### src/rtl/mux_arb_pkg.sv
`default_nettype none
// ============================================================================
//  Module      : mux_arb_pkg
//  Description : Shared definitions for the 4:1 mux round-robin arbiter:
//                select encodings, FSM state type and the winner-selection
//                helper functions.
//  Revision    : 1.0 - initial release
// ============================================================================
package mux_arb_pkg;

    // Select encoding driven on {s1,s0}
    localparam logic [1:0] SEL_A = 2'b00;
    localparam logic [1:0] SEL_B = 2'b01;
    localparam logic [1:0] SEL_C = 2'b10;
    localparam logic [1:0] SEL_D = 2'b11;

    typedef enum logic [0:0] {
        IDLE  = 1'b0,
        GRANT = 1'b1
    } arb_state_e;

    // Round-robin scan: first asserted request at last+1, last+2, last+3,
    // last+4 (mod 4). The previous owner is therefore considered last.
    // Callers only use the result when req is non-zero.
    function automatic logic [1:0] rr_pick(input logic [3:0] req,
                                           input logic [1:0] last);
        logic [1:0] idx;
        logic [1:0] pick;
        logic       found;
        pick  = last;
        found = 1'b0;
        for (int i = 1; i <= 4; i++) begin
            idx = last + 2'(i);
            if (!found && req[idx]) begin
                pick  = idx;
                found = 1'b1;
            end
        end
        return pick;
    endfunction

    // Fixed priority: req[0] > req[1] > req[2] > req[3]
    function automatic logic [1:0] fixed_pick(input logic [3:0] req);
        logic [1:0] pick;
        if (req[0])      pick = SEL_A;
        else if (req[1]) pick = SEL_B;
        else if (req[2]) pick = SEL_C;
        else             pick = SEL_D;
        return pick;
    endfunction

    function automatic logic [3:0] onehot4(input logic [1:0] idx);
        return 4'b0001 << idx;
    endfunction

endpackage : mux_arb_pkg
`default_nettype wire

### src/rtl/mux_4x1_w.sv
`default_nettype none
// ============================================================================
//  Module      : mux_4x1_w
//  Description : Width-parameterized combinational 4:1 multiplexer.
//                {s1_i,s0_i}: 00 -> a_i, 01 -> b_i, 10 -> c_i, 11 -> d_i.
//  Ports       : a_i..d_i  [DW]  data sources
//                s0_i, s1_i      select LSB / MSB
//                y_o       [DW]  selected source
//  Revision    : 1.0 - initial release
// ============================================================================
module mux_4x1_w
    import mux_arb_pkg::*;
#(
    parameter int DW = 1
) (
    input  logic [DW-1:0] a_i,
    input  logic [DW-1:0] b_i,
    input  logic [DW-1:0] c_i,
    input  logic [DW-1:0] d_i,
    input  logic          s0_i,
    input  logic          s1_i,
    output logic [DW-1:0] y_o
);

    logic [1:0] w_sel;

    assign w_sel = {s1_i, s0_i};

    always_comb begin
        y_o = a_i;
        case (w_sel)
            SEL_A:   y_o = a_i;
            SEL_B:   y_o = b_i;
            SEL_C:   y_o = c_i;
            SEL_D:   y_o = d_i;
            default: y_o = a_i;
        endcase
    end

endmodule : mux_4x1_w
`default_nettype wire

### src/rtl/mux_4x1_rr_arbiter.sv
`default_nettype none
// ============================================================================
//  Module      : mux_4x1_rr_arbiter
//  Description : Round-robin arbiter and select sequencer for a shared 4:1
//                datapath mux. One requester owns the output at a time; the
//                tenure is capped at MAX_HOLD cycles while others wait.
//  Options     : define MUX_ARB_FIXED_PRIO_EN to replace the round-robin scan
//                with fixed priority req[0] > req[1] > req[2] > req[3].
//  Ports       : clk, rst         clock, synchronous active-high reset
//                req   [4]        request levels (a,b,c,d = bit 0..3)
//                a..d  [DW]       data sources
//                gnt   [4]        registered one-hot grant
//                s0, s1           registered mux select
//                out   [DW]       source selected by {s1,s0}
//                out_valid        owner granted and still requesting
//                busy             FSM in GRANT
//  Revision    : 1.0 - initial release
// ============================================================================
module mux_4x1_rr_arbiter
    import mux_arb_pkg::*;
#(
    parameter int DW       = 1,
    parameter int MAX_HOLD = 8,
    parameter int CNT_W    = 8
) (
    input  logic          clk,
    input  logic          rst,
    input  logic [3:0]    req,
    input  logic [DW-1:0] a,
    input  logic [DW-1:0] b,
    input  logic [DW-1:0] c,
    input  logic [DW-1:0] d,
    output logic [3:0]    gnt,
    output logic          s0,
    output logic          s1,
    output logic [DW-1:0] out,
    output logic          out_valid,
    output logic          busy
);

    // ------------------------------------------------------------------
    // Parameter sanity
    // ------------------------------------------------------------------
    if (MAX_HOLD < 2 || MAX_HOLD > 255 || CNT_W < $clog2(MAX_HOLD)) begin : g_param_check
        $error("mux_4x1_rr_arbiter: illegal MAX_HOLD/CNT_W combination");
    end

    localparam logic [CNT_W-1:0] c_HOLD_LAST = CNT_W'(MAX_HOLD - 1);

    // ------------------------------------------------------------------
    // State
    // ------------------------------------------------------------------
    arb_state_e       state_q,    state_d;
    logic [3:0]       gnt_q,      gnt_d;
    logic [1:0]       sel_q,      sel_d;
    logic [CNT_W-1:0] hold_cnt_q, hold_cnt_d;

    logic             w_owner_req;
    logic [3:0]       w_cand;
    logic [1:0]       w_win;
    logic             w_take;

    // The owner index is always the current select while in GRANT.
    assign w_owner_req = req[sel_q];

    // Candidates exclude the current owner, so a forced rotation never
    // re-picks it. In IDLE gnt_q is zero and every request is a candidate.
    assign w_cand = req & ~gnt_q;

`ifdef MUX_ARB_FIXED_PRIO_EN
    assign w_win = fixed_pick(w_cand);
`else
    logic [1:0] last_q, last_d;

    assign w_win  = rr_pick(w_cand, last_q);
    assign last_d = w_take ? w_win : last_q;

    // Reset to 3 so the first scan after reset starts at req[0].
    always_ff @(posedge clk) begin
        if (rst) begin
            last_q <= SEL_D;
        end else begin
            last_q <= last_d;
        end
    end
`endif

    // ------------------------------------------------------------------
    // Next-state decision
    // ------------------------------------------------------------------
    always_comb begin
        state_d    = state_q;
        gnt_d      = gnt_q;
        sel_d      = sel_q;
        hold_cnt_d = hold_cnt_q;
        w_take     = 1'b0;

        case (state_q)
            IDLE: begin
                if (|req) begin
                    w_take = 1'b1;
                end
            end
            GRANT: begin
                if (!w_owner_req) begin
                    if (|w_cand) begin
                        // Hand over directly, no idle bubble.
                        w_take = 1'b1;
                    end else begin
                        // Select is left alone so out keeps showing the
                        // last owner's source.
                        state_d    = IDLE;
                        gnt_d      = 4'b0000;
                        hold_cnt_d = '0;
                    end
                end else if (hold_cnt_q == c_HOLD_LAST) begin
                    if (|w_cand) begin
                        w_take = 1'b1;
                    end else begin
                        // Nobody waiting: owner keeps the grant, new window.
                        hold_cnt_d = '0;
                    end
                end else begin
                    hold_cnt_d = hold_cnt_q + CNT_W'(1);
                end
            end
            default: begin
                state_d    = IDLE;
                gnt_d      = 4'b0000;
                hold_cnt_d = '0;
            end
        endcase

        if (w_take) begin
            state_d    = GRANT;
            gnt_d      = onehot4(w_win);
            sel_d      = w_win;
            hold_cnt_d = '0;
        end
    end

    // ------------------------------------------------------------------
    // FSM registers (all outputs except out/out_valid come from here)
    // ------------------------------------------------------------------
    always_ff @(posedge clk) begin
        if (rst) begin
            state_q    <= IDLE;
            gnt_q      <= 4'b0000;
            sel_q      <= SEL_A;
            hold_cnt_q <= '0;
        end else begin
            state_q    <= state_d;
            gnt_q      <= gnt_d;
            sel_q      <= sel_d;
            hold_cnt_q <= hold_cnt_d;
        end
    end

    // ------------------------------------------------------------------
    // Outputs
    // ------------------------------------------------------------------
    assign gnt       = gnt_q;
    assign s0        = sel_q[0];
    assign s1        = sel_q[1];
    assign busy      = (state_q == GRANT);
    // Combinational on req so it drops in the same cycle the owner releases.
    assign out_valid = |(gnt_q & req);

    mux_4x1_w #(
        .DW (DW)
    ) u_mux (
        .a_i  (a),
        .b_i  (b),
        .c_i  (c),
        .d_i  (d),
        .s0_i (sel_q[0]),
        .s1_i (sel_q[1]),
        .y_o  (out)
    );

    // ------------------------------------------------------------------
    // Structural invariants
    // ------------------------------------------------------------------
`ifndef SYNTHESIS
    always_ff @(posedge clk) begin
        if (!rst) begin
            assert ($onehot0(gnt_q));
            if (|gnt_q) begin
                assert (gnt_q[sel_q]);
            end
            assert ((state_q == GRANT) == (|gnt_q));
        end
    end
`endif

endmodule : mux_4x1_rr_arbiter
`default_nettype wire

### config.mk
export PLATFORM = sky130hd
export DESIGN_NAME = mux_4x1_rr_arbiter
export DESIGN_NICKNAME = d
export VERILOG_FILES = /design/src/rtl/mux_arb_pkg.sv /design/src/rtl/mux_4x1_w.sv /design/src/rtl/mux_4x1_rr_arbiter.sv
export SDC_FILE = /design/constraint.sdc
export NUM_CORES = 1
export LEC_CHECK = 0
export ABC_AREA = 1
export ABC_CLOCK_PERIOD_IN_PS = 1700
export BUFFER_PORTS_ARGS = -buffer_cell sky130_fd_sc_hd__clkbuf_2
export CAP_MARGIN = 15
export CORE_UTILIZATION = 40
export DETAILED_ROUTE_END_ITERATION = 12
export SETUP_SLACK_MARGIN = 0.05
export SLEW_MARGIN = 40
export SYNTH_ARGS = -nofsm -noshare
export SYNTH_HDL_FRONTEND = slang
export SYNTH_SLANG_ARGS = --single-unit
### constraint.sdc
create_clock -name clk -period 1.7 [get_ports clk]
set_input_delay 0.255 -clock clk [delete_from_list [all_inputs] [get_ports clk]]
set_output_delay 0.255 -clock clk [all_outputs]
set_load 0.01 [all_outputs]
* After elaboration in Yosys (flattened, before gate mapping)
Cells that the tools add are included.
** Operators by class
- Bitwise operators :: 4
- $add $sub $neg :: 4
- Magnitude comparators :: 5
- Multiplexer cells :: 33
- Shifts and indexed selects :: 1
- Equality and inequality tests :: 6
- Reduce and logical (&&, ||, !) cells :: 13
** Operators by type and width (count)
- $mux W8 :: 3
- $mux W4 :: 4
- $lt A2 B3 Y1 const B :: 5
- $mux W1 :: 15
- $reduce_or A4 Y1 :: 3
- $bmux W1 S2 :: 5
- $add A8 B1 Y8 const B :: 1
- $and A4 B4 Y4 :: 2
- $eq A8 B3 Y1 const B :: 1
- $mux W2 :: 4
- $add A2 B2 Y2 const B :: 2
- $eq A2 B2 Y1 const B :: 2
- $not A4 Y4 :: 1
- $pmux W1 S4 :: 1
- $shl A1 B2 Y4 const A :: 1
- $logic_and A1 B1 Y1 :: 3
- $logic_not A1 Y1 :: 3
- $reduce_and A3 Y1 :: 1
- $add A2 B1 Y2 const B :: 1
- $eq A2 B1 Y1 const B :: 1
- $logic_not A2 Y1 :: 1
- $ne A2 B1 Y1 const B :: 1
- $ne A2 B2 Y1 const B :: 1
- $pmux W1 S2 :: 1
- 3 further kinds :: 3
** Storage, ports and cells
- Output and inout bits :: 9
- Input port bits :: 10
- Register bits :: 17
- Word-level logic and storage cells :: 71

* Depth between registers and ports, before layout
Gate-level depths: netlist (run 1).
- Depth in word-level cells :: 16
- Depth in mapped cells :: 12

* Modules after synthesis
Synthesis (run 1) repeated with hierarchy kept, for this count alone.
** Second synthesis, totals
- Cells, all modules :: 209
- Area, all modules :: 1348.8 um^2
** Modules (own cells, without submodules)
- mux_4x1_rr_arbiter :: sequential area each 340.3 um^2, area an instance 1297.5 um^2, cells each 196, times used 1
- mux_4x1_w :: sequential area each 0.0 um^2, area an instance 51.3 um^2, cells each 13, times used 1

* Worst setup path before layout (run 1)
Ideal clock, no wire load.
- Path kind :: register -> register
- From :: register hold_cnt_q[0]
- To :: register gnt_q[1] (netlist: gnt[1])
- Arrival :: 1.483 ns
- Cell stages (with the launch flop) :: 13
- Path slack :: 0.147 ns
- Buffers on the path :: 1
- Data required time :: 1.630 ns
- Setup time :: 0.070 ns
- Cell sequence :: dfxtp_1 > ha_1 > nand2_2 > nor3_2 > nand2_1 > nand2_4 > nand2_4 > nand2_8 > nand2_4 > buf_8 > nor2_2 > nand2_1 > a21oi_1
** Between the ends
- Cells in the longest elaborated chain, start to end :: 6
- Elaborated cells on any way between the ends :: 9
- Classes of those cells :: 3 x eq/ne; 4 x mux; 2 x reduce/logical
** RTL lines
- start, declared :: line mux_4x1_rr_arbiter.sv:56 : logic [CNT_W-1:0] hold_cnt_q, hold_cnt_d;
- start signal, assigned :: line mux_4x1_rr_arbiter.sv:155 : hold_cnt_q <= hold_cnt_d;
- $eq A8 B3 Y1 (*) :: line mux_4x1_rr_arbiter.sv:116 : end else if (hold_cnt_q == c_HOLD_LAST) begin
- $mux W1 (*) :: line mux_4x1_rr_arbiter.sv:116
- $mux W1 (*) :: line mux_4x1_rr_arbiter.sv:105 : if (!w_owner_req) begin
- $pmux W1 S2 (*) :: line mux_4x1_rr_arbiter.sv:98 : case (state_q)
- $ne A2 B2 Y1 (no line) (tied with other cells)
- $reduce_and A3 Y1 (no line)
- end signal, assigned :: line mux_4x1_rr_arbiter.sv:153 : gnt_q <= gnt_d;
- end, declared :: line mux_4x1_rr_arbiter.sv:54 : logic [3:0] gnt_q, gnt_d;
Mark *: on every way between the ends. The rest lies on a longest branch, timed or not.
A chain may end at the register's enable or synchronous reset.

* Final worst setup path (run 1)
- From :: register last_q[0]
- To :: register last_q[1]
** Between the ends
- Cells in the longest elaborated chain, start to end :: 13
- Elaborated cells on any way between the ends :: 24
- Classes of those cells :: 3 x add/sub; 15 x mux; 6 x reduce/logical
** RTL lines
- start, declared :: line mux_4x1_rr_arbiter.sv:73 : logic [1:0] last_q, last_d;
- start signal, assigned :: line mux_4x1_rr_arbiter.sv:83 : last_q <= last_d;
- $add A2 B1 Y2 :: line mux_arb_pkg.sv:33 : idx = last + 2'(i);
- $bmux W1 S2 :: line mux_arb_pkg.sv:34 : if (!found && req[idx]) begin
- $mux W1 (implied by the code) :: line mux_arb_pkg.sv:34
- $mux W1 :: line mux_arb_pkg.sv:34
- $logic_not A1 Y1 :: line mux_arb_pkg.sv:34
- $logic_and A1 B1 Y1 :: line mux_arb_pkg.sv:34
- $mux W1 :: line mux_arb_pkg.sv:34
- $logic_not A1 Y1 :: line mux_arb_pkg.sv:34
- $logic_and A1 B1 Y1 :: line mux_arb_pkg.sv:34
- $mux W1 :: line mux_arb_pkg.sv:34
- $logic_not A1 Y1 :: line mux_arb_pkg.sv:34
- $logic_and A1 B1 Y1 :: line mux_arb_pkg.sv:34
- $mux W2 (*) :: line mux_arb_pkg.sv:34
Mark *: on every way between the ends. The rest lies on a longest branch, timed or not. The select of a mux whose other input is x is not followed.

==> key figures, run 1 <==
Outcome
  – Result of the run: finished clean

Cells and area
  – Final standard cell utilization of the core: 52.2%
  – Commonest cells after routing, fill and taps aside: 51 x nand2_1, 26 x nand3_1, 18 x clkbuf_2
  – Most common cell after layout, fill and taps aside: nand2_1
  – Diodes inserted: 0
  – Layout-stage area growth over the synthesis result: 23.2%
  – Post-layout nets: 237
  – Fill cell instance count of the final layout: 318
  – Share of post-route cells with drive strength above 1: 33.3%

Setup path
  – Signal arrival time at the worst endpoint: 1.80 ns
  – Element type at the critical path end: flop
  – Slowest library cell on the worst path: dfxtp_4
  – Critical-path maximum fanout: 7
  – CP max stage delay: 0.42 ns
  – Kind of critical path: reg2reg
  – WP data required: 1.90 ns
  – Startpoint Class: flop
  – Cell-by-cell trace of the critical path: buf_12 > nand2_1 > nand2_2 > nand3_2 > nand2_4 > nand2_1 > inv_2 > nand3_1 > nand2_2 > nor2_1 > or2_1

Timing
  – Clock Skew: 0.00958 ns
  – Final Worst Setup Slack: 0.0946 ns
  – Setup repair after global routing missed its margin: true
  – Tmin final: 1.61 ns
  – Worst-case headroom to the max-slew limit: 85.7%
  – Final critical-path share of the clock period: 94.4%
  – Final Max Slew Viols: 0
  – Final Hold Vio Count: 0
  – Transition at the pin with the smallest max-transition slack: 0.212 ns
  – Maximum clock rate: 623 MHz
  – Post-route setup TNS: 0 ns
  – Worst slack on hold paths: 0.159 ns
  – Final count of negative-setup-slack endpoints: 0

Clock tree
  – Clock Pin Slew Worst Setup and Hold Paths: 0.11 ns
  – Hold_buf cts: 0
  – Maximum level of the CTS H-tree: 1
  – Clock tree from TritonCTS: yes
  – Number of buffers added by the clock tree synthesis step: 3
  – Largest buffer count on any clock path: 2
  – Library cell used as clock root buffer: clkbuf_4
  – CTS sink count: 17
  – Clock latency on the worst-skew pair: 0.30 ns

Power and ir drop
  – Total power: 2.46 mW
  – Power share of the combinational group: 67.5%
  – Maximum vdd drop: 0.902 mV
  – Int Power: 1.19 mW
  – Net Sw Frac: 51.7%
  – Fraction of power consumed by the clock network: 9.3%
  – Cell area power density: 1540 mW/mm²
  – Fraction of power consumed by sequential logic: 23.1%
  – Cell leakage power: 0.705 nW
  – Switch Pwr: 1.27 mW

Placement
  – Total half-perimeter wirelength after legalization and detailed placement: 2.59 mm
  – RePlAce Congestion: 0.961
  – Post-Place Setup Slack: -0.0233 ns
  – Count of port buffers added during placement: 18

Synth
  – Syn_nets: 207
  – Post-synthesis instance total: 196
  – Cell type with the largest total area after synthesis: dfxtp_1
  – Number of synthesized flops with an enable pin: 0
  – Largest cells by area after synthesis: dfxtp_1 26%, nand2_1 15%, nand3_1 10%, a21oi_1 4.6%, inv_1 4.6%
  – Total of warnings raised by yosys: 0
  – Async SR Flop Fraction: 0%
  – Portion of synthesized cell area occupied by the leading cell type: 26.3%
  – Yosys cell types: 28
  – Total of flip-flops plus latches after synthesis: 17
  – Top FF cell, synth: dfxtp_1
  – Avg Inst Size Synth: 6.60 µm²
  – Post-Syn Area: 0.00129 mm²
  – Sequential element share of the synthesized area: 26.3%

Drt
  – Drt pass-1 iters: 4
  – Total number of vias: 1392
  – Iteration-0 DRC count of the detailed router: 90
  – Routed length per instance: 12.2 µm
  – Remaining routing DRC violations: 0
  – Aggregate routed wire length: 3.27 mm
  – Number of vias per cell: 5.17
  – DRT antenna net count: 0

Floorplanning
  – Die height: 58.9 µm
  – Standard-cell rows: 20
  – I/O pin count: 19
  – Core Region: 0.00305 mm²
  – Initial Util: 42.4%
  – Floorplan die width: 58.9 µm
  – Die Outline Area: 0.00347 mm²

GRT
  – Vias in the first global route: 1277
  – Remaining global-route overflow: 0
  – Number of antenna violations at the first check in global routing: 0
  – Maximum number of pins on one net before global-route repair: 12
  – Combined global-route utilization of all metal layers: 21.3%
  – Global-route wire length before repair: 5.71 mm

Hold path
  – Path category of the worst min-delay check: in2reg

Run
  – Max capacitance violation total: 0
## area by class of cell
type	instances	area, µm²	area share [%]
sequential	17	350	22.0
clock inverter	1	7.51	0.471
multi-input combinational	155	897	56.3
tap	44	55.1	3.45
clock buffer	3	22.5	1.41
inverter	22	87.6	5.49
timing repair buffer	27	174	10.9
## registers in the layout, indices dropped and copies added, names as in the netlist
register and cells:
hold_cnt_q 8, gnt 4, last_q 2, sel_q 2, busy 1
## power groups by stage
| stage | Clock, mW | Combinational (mW) | Sequential [mW] |
|---|---|---|---|
| floorplan | 0 | 1.15 | 0.565 |
| global placement | 0 | 1.51 | 0.555 |
| detailed placement | 0 | 1.53 | 0.558 |
| CTS | 0.237 | 1.54 | 0.551 |
| global route | 0.258 | 1.85 | 0.583 |
| finish | 0.229 | 1.66 | 0.569 |
## through the flow
| step | cells | cell area (µm²) |
|---|---|---|
| after floorplan | 196 | 1290 |
| after global placement | 262 | 1470 |
| after detailed placement | 262 | 1470 |
| after CTS | 266 | 1510 |
| after global routing | 269 | 1590 |
| final | 269 | 1590 |
## cells in the mapped netlist, types with 2 or more instances
library cell,instances
nand2_1,53
nand3_1,27
dfxtp_1,17
inv_1,16
a21oi_1,12
nor2_1,12
o21ai_0,9
nand2_2,7
inv_2,6
nand2_4,5
nand3_2,4
nor3_1,4
a211oi_1,3
nand4_1,3
a22oi_1,2
nand3_4,2
o211ai_1,2
o22ai_1,2
## kinds of logic after synthesis
group           after synthesis  synth area share, %
fa+ha+maj                     1                0.967
compound gates               31                 13.6
simple gates                122                 50.0
flops                        17                 26.3
xor+xnor                      1                0.677
buf+inv                      24                 8.41
## worst max-delay path: cells and delay by family (launching register included)
kind / cells / cell delay [ns]
buf+inv: 2 / 0.18
flops: 1 / 0.42
simple gates: 9 / 0.92
## worst paths after layout
path                                                  from                    endpoint  slack [ns]  cells past startpoint
worst max-delay path                last_q[0]$_SDFFE_PP1P_      last_q[1]$_SDFFE_PP1P_        0.09                     11
worst min-delay path                                   rst         gnt[1]$_SDFFE_PP0P_        0.16                      2
worst max register to register      last_q[0]$_SDFFE_PP1P_      last_q[1]$_SDFFE_PP1P_        0.09                     11
worst min register to register  hold_cnt_q[1]$_SDFFE_PP0P_  hold_cnt_q[1]$_SDFFE_PP0P_        0.50                      2
## what timing repair did
action                     4_1_cts  5_1_grt
setup endpoints to repair        7       15
setup buffers                    0        3
resized for setup                3       20
pin swaps                        0        3
## per-layer routing
layer	track usage [%]	routed length (µm)
met4	5.10	27
met1	32.0	1690
met5	0	0
met3	4.62	209
met2	30.7	1350
(Power assumes the default switching activity.)
==> run 2: changes to the inputs <==
--- a/config.mk
+++ b/config.mk
@@ -10,6 +10,7 @@
 export BUFFER_PORTS_ARGS = -buffer_cell sky130_fd_sc_hd__clkbuf_2
 export CAP_MARGIN = 15
 export CORE_UTILIZATION = 40
+export CTS_BUF_LIST = sky130_fd_sc_hd__clkbuf_8 sky130_fd_sc_hd__clkbuf_16
 export DETAILED_ROUTE_END_ITERATION = 12
 export SETUP_SLACK_MARGIN = 0.05
 export SLEW_MARGIN = 40
==> run 2 against run 1 <==
  * Core utilization rose by 5.6 points
  * Largest cell class unchanged
  * Setup slack got worse by 0.0029 ns
  * Die area did not move
  * Clock skew fell by 0.0019 ns
  * Non-clock buffer count rose by 8
  * Hold slack improved by 0.062 ns
  * Sequential share of layout area fell by 2.0 points
  * Sequential power rose by 2%
  * Cell count rose by 3.3%
  * Cell area rose by 11%
==> key figures, run 2 (synthesized netlist as in run 1, its figures left out) <==
Placement
  – Total half-perimeter wirelength after legalization and detailed placement: 2.59 mm
  – Post-Place Setup Slack: -0.0233 ns
  – RePlAce Congestion: 0.961
  – Count of port buffers added during placement: 18
  – Total instance count after detailed placement: 262

Clock tree
  – Library cell used as clock root buffer: clkbuf_8
  – Clock latency on the worst-skew pair: 0.26 ns
  – CTS sink count: 17
  – Clock tree from TritonCTS: yes
  – Largest buffer count on any clock path: 2
  – Number of buffers added by the clock tree synthesis step: 3
  – Clock Pin Slew Worst Setup and Hold Paths: 0.08 ns
  – Maximum level of the CTS H-tree: 1

Setup path
  – Critical path origin: hold_cnt_q[1]$_SDFFE_PP0P_
  – Cell-by-cell trace of the critical path: ha_4 > nand2_2 > nor3_2 > nand2_1 > nand2_4 > nand2_4 > nand2_8 > nand2_8 > clkinv_4 > o21ai_0 > or2_1
  – Signal arrival time at the worst endpoint: 1.76 ns
  – Register-to-register setup slack: 0.09 ns
  – Kind of critical path: reg2reg
  – WP data required: 1.85 ns
  – Element type at the critical path end: flop
  – R2R cell count: 11
  – Startpoint Class: flop
  – Slowest library cell on the worst path: dfxtp_2
  – Worst reg2reg path endpoint: last_q[1]$_SDFFE_PP1P_
  – Timing endpoint of the critical path: last_q[1]$_SDFFE_PP1P_
  – CP max stage delay: 0.36 ns
  – Critical-path maximum fanout: 5
  – Launching point of the worst reg2reg path: hold_cnt_q[1]$_SDFFE_PP0P_

Power and ir drop
  – Fraction of power consumed by the clock network: 11.0%
  – Maximum vdd drop: 0.972 mV
  – Switch Pwr: 1.44 mW
  – Power share of the combinational group: 68.8%
  – Cell area power density: 1620 mW/mm²
  – Net Sw Frac: 50.3%
  – Int Power: 1.42 mW
  – Fraction of power consumed by sequential logic: 20.2%
  – Cell leakage power: 0.765 nW

Timing
  – Final Worst Setup Slack: 0.0917 ns
  – Maximum clock rate: 622 MHz
  – Final Hold Vio Count: 0
  – Final critical-path share of the clock period: 94.6%
  – Worst-case headroom to the max-slew limit: 78.7%
  – Post-route setup TNS: 0 ns
  – Final Max Slew Viols: 0
  – Final count of negative-setup-slack endpoints: 0
  – Setup repair after global routing missed its margin: true
  – Transition at the pin with the smallest max-transition slack: 0.319 ns
  – Tmin final: 1.61 ns
  – Clock Skew: 0.00769 ns

Drt
  – Iteration-0 DRC count of the detailed router: 82
  – Routed length per instance: 13.0 µm
  – Drt pass-1 iters: 4
  – Total number of vias: 1433
  – Remaining routing DRC violations: 0
  – Aggregate routed wire length: 3.63 mm
  – DRT antenna net count: 0
  – Number of vias per cell: 5.15

Cells and area
  – Flip-flop count of the largest register after layout: 8
  – Commonest cells after routing, fill and taps aside: 47 x nand2_1, 22 x nand3_1, 18 x clkbuf_2
  – Post-layout nets: 246
  – Area taken by multi-input logic gates: 976 µm²
  – Share of post-route cells with drive strength above 1: 40.6%
  – Register with the highest flop count: hold_cnt_q
  – Most common cell after layout, fill and taps aside: nand2_1
  – Sequential cell area in the final layout: 352 µm²
  – Fill cell instance count of the final layout: 293
  – Diodes inserted: 0
  – Layout-stage area growth over the synthesis result: 36.4%
  – Final cell count without fillers: 278

Floorplanning
  – Core Region: 0.00305 mm²
  – Floorplan die width: 58.9 µm
  – Die height: 58.9 µm
  – Initial Util: 42.4%
  – I/O pin count: 19
  – Standard-cell rows: 20
  – Die Outline Area: 0.00347 mm²

GRT
  – Remaining global-route overflow: 0
  – Maximum number of pins on one net before global-route repair: 12
  – Combined global-route utilization of all metal layers: 21.5%
  – Number of antenna violations at the first check in global routing: 0
  – Vias in the first global route: 1274
  – Global-route wire length before repair: 5.72 mm

Outcome
  – Result of the run: finished clean

Run
  – Max capacitance violation total: 0

Hold path
  – Path category of the worst min-delay check: in2reg
run 2: cell count changes in the layout (fill, tap and decap cells not counted), moves of 2 or more:
| cell | delta |
|---|---|
| buf_4 | +7 |
| dfxtp_2 | -2 |
| nand2_2 | +4 |
| nand3_1 | -4 |
| clkbuf_8 | +3 |
| inv_1 | -2 |
| nand3_4 | +3 |
| clkbuf_4 | -3 |
| nand2_1 | -4 |
run 2: how the worst min path moves through the flow:
stage / start / cells after the start / end / slack [ns]
floorplan: rst / 1 / gnt[0]$_SDFFE_PP0P_ / 0.32
global placement: hold_cnt_q[1]$_SDFFE_PP0P_ / 2 / hold_cnt_q[1]$_SDFFE_PP0P_ / 0.47
detailed placement: hold_cnt_q[1]$_SDFFE_PP0P_ / 2 / hold_cnt_q[1]$_SDFFE_PP0P_ / 0.48
CTS: rst / 2 / gnt[0]$_SDFFE_PP0P_ / 0.21
global route: rst / 2 / gnt[0]$_SDFFE_PP0P_ / 0.23
finish: rst / 2 / gnt[0]$_SDFFE_PP0P_ / 0.22
run 2: final cells by class:
class	count	area share, %
clock buffers	3	2.34
clock inverters	1	0.426
inverters	22	5.39
multi-input cells	156	55.3
flip-flops and latches	17	19.9
well taps	44	3.12
repair buffers	35	13.5
run 2: metal layers:
layer  GRT usage (%)  share of wire, %
met1            32.4                50
met2            30.5                44
met3            5.27               5.1
met4            5.10               1.0
met5               0                 0
run 2: metrics by stage:
step	area, µm²	power [mW]	utilization (%)	hold slack [ns]
6_report	1760	2.86	57.8	0.221
2_1_floorplan	1290	1.72	-	0.324
5_1_grt	1760	3.08	57.8	0.230
4_1_cts	1520	2.41	49.9	0.208
3_5_place_dp	1470	2.09	48.2	0.476
3_3_place_gp	1470	2.06	48.2	0.469
run 2: power by group through the flow:
stage / clock network [mW] / registers, mW / logic [mW]
after CTS: 0.323 / 0.552 / 1.54
after detailed placement: 0 / 0.558 / 1.53
after global placement: 0 / 0.555 / 1.51
after global routing: 0.342 / 0.590 / 2.15
final: 0.316 / 0.578 / 1.97
after floorplan: 0 / 0.565 / 1.15
run 2: repair_timing:
action	in CTS	in global routing
setup endpoints to repair	4	16
gates cloned	0	1
pin swaps	0	13
resized for setup	3	40
setup buffers	0	11
hold buffers	0	0
run 2: critical path: cells and delay by family, from the launching register on:
| family | cells | cell delay, ns |
|---|---|---|
| adders and majority gates | 1 | 0.14 |
| and+or+nand+nor | 8 | 0.87 |
| AOI/OAI and AO/OA | 1 | 0.06 |
| buffers and inverters | 1 | 0.06 |
| DFF | 1 | 0.36 |
==> run 3: changes to the inputs <==
--- a/config.mk
+++ b/config.mk
@@ -9,6 +9,7 @@
 export ABC_CLOCK_PERIOD_IN_PS = 1700
 export BUFFER_PORTS_ARGS = -buffer_cell sky130_fd_sc_hd__clkbuf_2
 export CAP_MARGIN = 15
+export CORE_MARGIN = 2
 export CORE_UTILIZATION = 40
 export CTS_BUF_LIST = sky130_fd_sc_hd__clkbuf_8 sky130_fd_sc_hd__clkbuf_16
 export DETAILED_ROUTE_END_ITERATION = 12
==> run 3 against run 2 <==
  * Sequential share of layout area grew 1.8 points
  * Largest cell class unchanged
  * Critical endpoint unchanged
  * Register-to-register slack gained 0.05 ns
  * Cell count shrank 3.2%
  * Critical path depth shrank 1
  * Routed wire length shrank 6.8%
  * Power shrank 9.6%
  * Clock skew shrank 0.0049 ns
  * First-iteration DRC count shrank 6.1%
  * Via count shrank 1.1%
  * Flip-flop and latch count is the same
  * Sequential power shrank 1%
  * Hold slack is essentially flat
==> key figures, run 3 (synthesized netlist as in run 1, its figures left out) <==
Floorplanning
  – Die height: 60.9 µm
  – I/O pin count: 19
  – Initial Util: 42.4%
  – Standard-cell rows: 20
  – Die Outline Area: 0.00371 mm²
  – Floorplan die width: 60.9 µm
  – Core Region: 0.00305 mm²

Placement
  – Cell area reported after detailed placement: 0.00146 mm²
  – RePlAce Congestion: 0.916
  – Total half-perimeter wirelength after legalization and detailed placement: 2.59 mm
  – Count of port buffers added during placement: 18

GRT
  – Number of antenna violations at the first check in global routing: 0
  – Maximum number of pins on one net before global-route repair: 12
  – Combined global-route utilization of all metal layers: 18.8%
  – Vias in the first global route: 1238
  – Global-route wire length before repair: 5.29 mm
  – Remaining global-route overflow: 0

Timing
  – Transition at the pin with the smallest max-transition slack: 0.235 ns
  – Maximum clock rate: 640 MHz
  – Worst-case headroom to the max-slew limit: 84.3%
  – Final count of negative-setup-slack endpoints: 0
  – Clock Skew: 0.00276 ns
  – Post-route setup TNS: 0 ns
  – Final Hold Vio Count: 0
  – Tmin final: 1.56 ns
  – Setup repair after global routing missed its margin: true
  – Final critical-path share of the clock period: 91.9%
  – Final Max Slew Viols: 0

Cells and area
  – Post-layout nets: 237
  – Commonest cells after routing, fill and taps aside: 50 x nand2_1, 24 x nand3_1, 18 x clkbuf_2
  – Layout-stage area growth over the synthesis result: 25.7%
  – Diodes inserted: 0
  – Sequential cell area in the final layout: 354 µm²
  – Area taken by multi-input logic gates: 916 µm²
  – Flip-flop count of the largest register after layout: 8
  – Fill cell instance count of the final layout: 302
  – Final standard cell utilization of the core: 53.3%
  – Share of post-route cells with drive strength above 1: 33.8%
  – Register with the highest flop count: hold_cnt_q
  – Most common cell after layout, fill and taps aside: nand2_1
  – Final design area excluding fillers: 0.00163 mm²

Setup path
  – Number of buffer and inverter instances along the worst setup path: 1
  – Largest delay contributor family on the critical path: simple AND/OR/NAND/NOR gates
  – Cell-by-cell trace of the critical path: buf_6 > nand2_1 > nand2_2 > a21oi_1 > a21oi_1 > nand2_1 > nand3_1 > nand2_2 > nor2_1 > or2_1
  – CP max stage delay: 0.38 ns
  – Signal arrival time at the worst endpoint: 1.71 ns
  – Kind of critical path: reg2reg
  – Element type at the critical path end: flop
  – Startpoint Class: flop
  – WP data required: 1.85 ns
  – Critical-path maximum fanout: 5
  – Slowest library cell on the worst path: dfxtp_4

Power and ir drop
  – Cell leakage power: 0.711 nW
  – Cell area power density: 1590 mW/mm²
  – Maximum vdd drop: 0.677 mV
  – Total power: 2.59 mW

Clock tree
  – Maximum level of the CTS H-tree: 1
  – Hold_buf cts: 0
  – Number of buffers added by the clock tree synthesis step: 3
  – Clock latency on the worst-skew pair: 0.25 ns
  – Clock tree from TritonCTS: yes
  – Largest buffer count on any clock path: 2
  – Clock Pin Slew Worst Setup and Hold Paths: 0.07 ns
  – Library cell used as clock root buffer: clkbuf_8
  – CTS sink count: 17

Drt
  – DRT antenna net count: 0
  – Iteration-0 DRC count of the detailed router: 77
  – Aggregate routed wire length: 3.38 mm
  – Remaining routing DRC violations: 0
  – Number of vias per cell: 5.27
  – Total number of vias: 1417
  – Routed length per instance: 12.6 µm
  – Drt pass-1 iters: 4

Run
  – Max capacitance violation total: 0

Hold path
  – Path category of the worst min-delay check: in2reg

Outcome
  – Result of the run: finished clean
==> run 3: cell count changes in the layout (fill, tap and decap cells not counted), moves of 2 or more <==
cell | previous run | this run
nand3_4 | 6 | 4
nand2_4 | 6 | 4
nand3_1 | 22 | 24
buf_4 | 14 | 7
nand2_2 | 12 | 10
inv_1 | 12 | 14
nand2_1 | 47 | 50
==> run 3: layout make-up <==
class | instances | share of cell area [%]
sequential | 17 | 21.8
inverter | 22 | 5.38
clock inverter | 1 | 0.462
multi-input combinational | 155 | 56.3
tap | 44 | 3.38
clock buffer | 3 | 2.54
timing repair buffer | 27 | 10.2
==> run 3: worst paths after layout <==
path	from	end	slack [ns]	cells after the start
hold reg to reg	hold_cnt_q[1]$_SDFFE_PP0P_	hold_cnt_q[1]$_SDFFE_PP0P_	0.50	2
setup / recovery	last_q[0]$_SDFFE_PP1P_	last_q[1]$_SDFFE_PP1P_	0.14	10
setup reg to reg	last_q[0]$_SDFFE_PP1P_	last_q[1]$_SDFFE_PP1P_	0.14	10
hold / removal	rst	gnt[3]$_SDFFE_PP0P_	0.22	2
==> run 3: what timing repair did <==
action                                  CTS  global route
endpoints found under the setup margin    1            12
pin swaps                                 0             8
setup buffers                             0             3
resized for setup                         2            26
==> run 3: routing by layer <==
metal	routed length [µm]	up-vias	global-route usage [%]
li1	-	711	-
met1	1670	641	28.1
met2	1400	65	27.5
met3	302	0	3.62
met4	0	0	4.97
met5	0	-	0
==> run 3: where the power goes <==
part	switching (mW)	total (mW)	internal (mW)
clock network	0.145	0.310	0.165
registers	0.0955	0.572	0.477
logic	1.07	1.70	0.632
==> run 3: worst register-to-register path, delay by kind of cell, from the launching register on <==
kind | cells | cell delay, ns
and+or+nand+nor | 7 | 0.63
DFF | 1 | 0.38
AOI/OAI and AO/OA | 2 | 0.31
buffers and inverters | 1 | 0.13
==> run 3: through the flow <==
stage          hold slack, ns  std cells  worst slack (ns)
6_report                0.221        269             0.138
5_1_grt                 0.232        269            0.0160
4_1_cts                 0.208        266            0.0522
3_5_place_dp            0.477        262            0.0195
3_3_place_gp            0.468        262            0.0294
2_1_floorplan           0.324        196             0.147
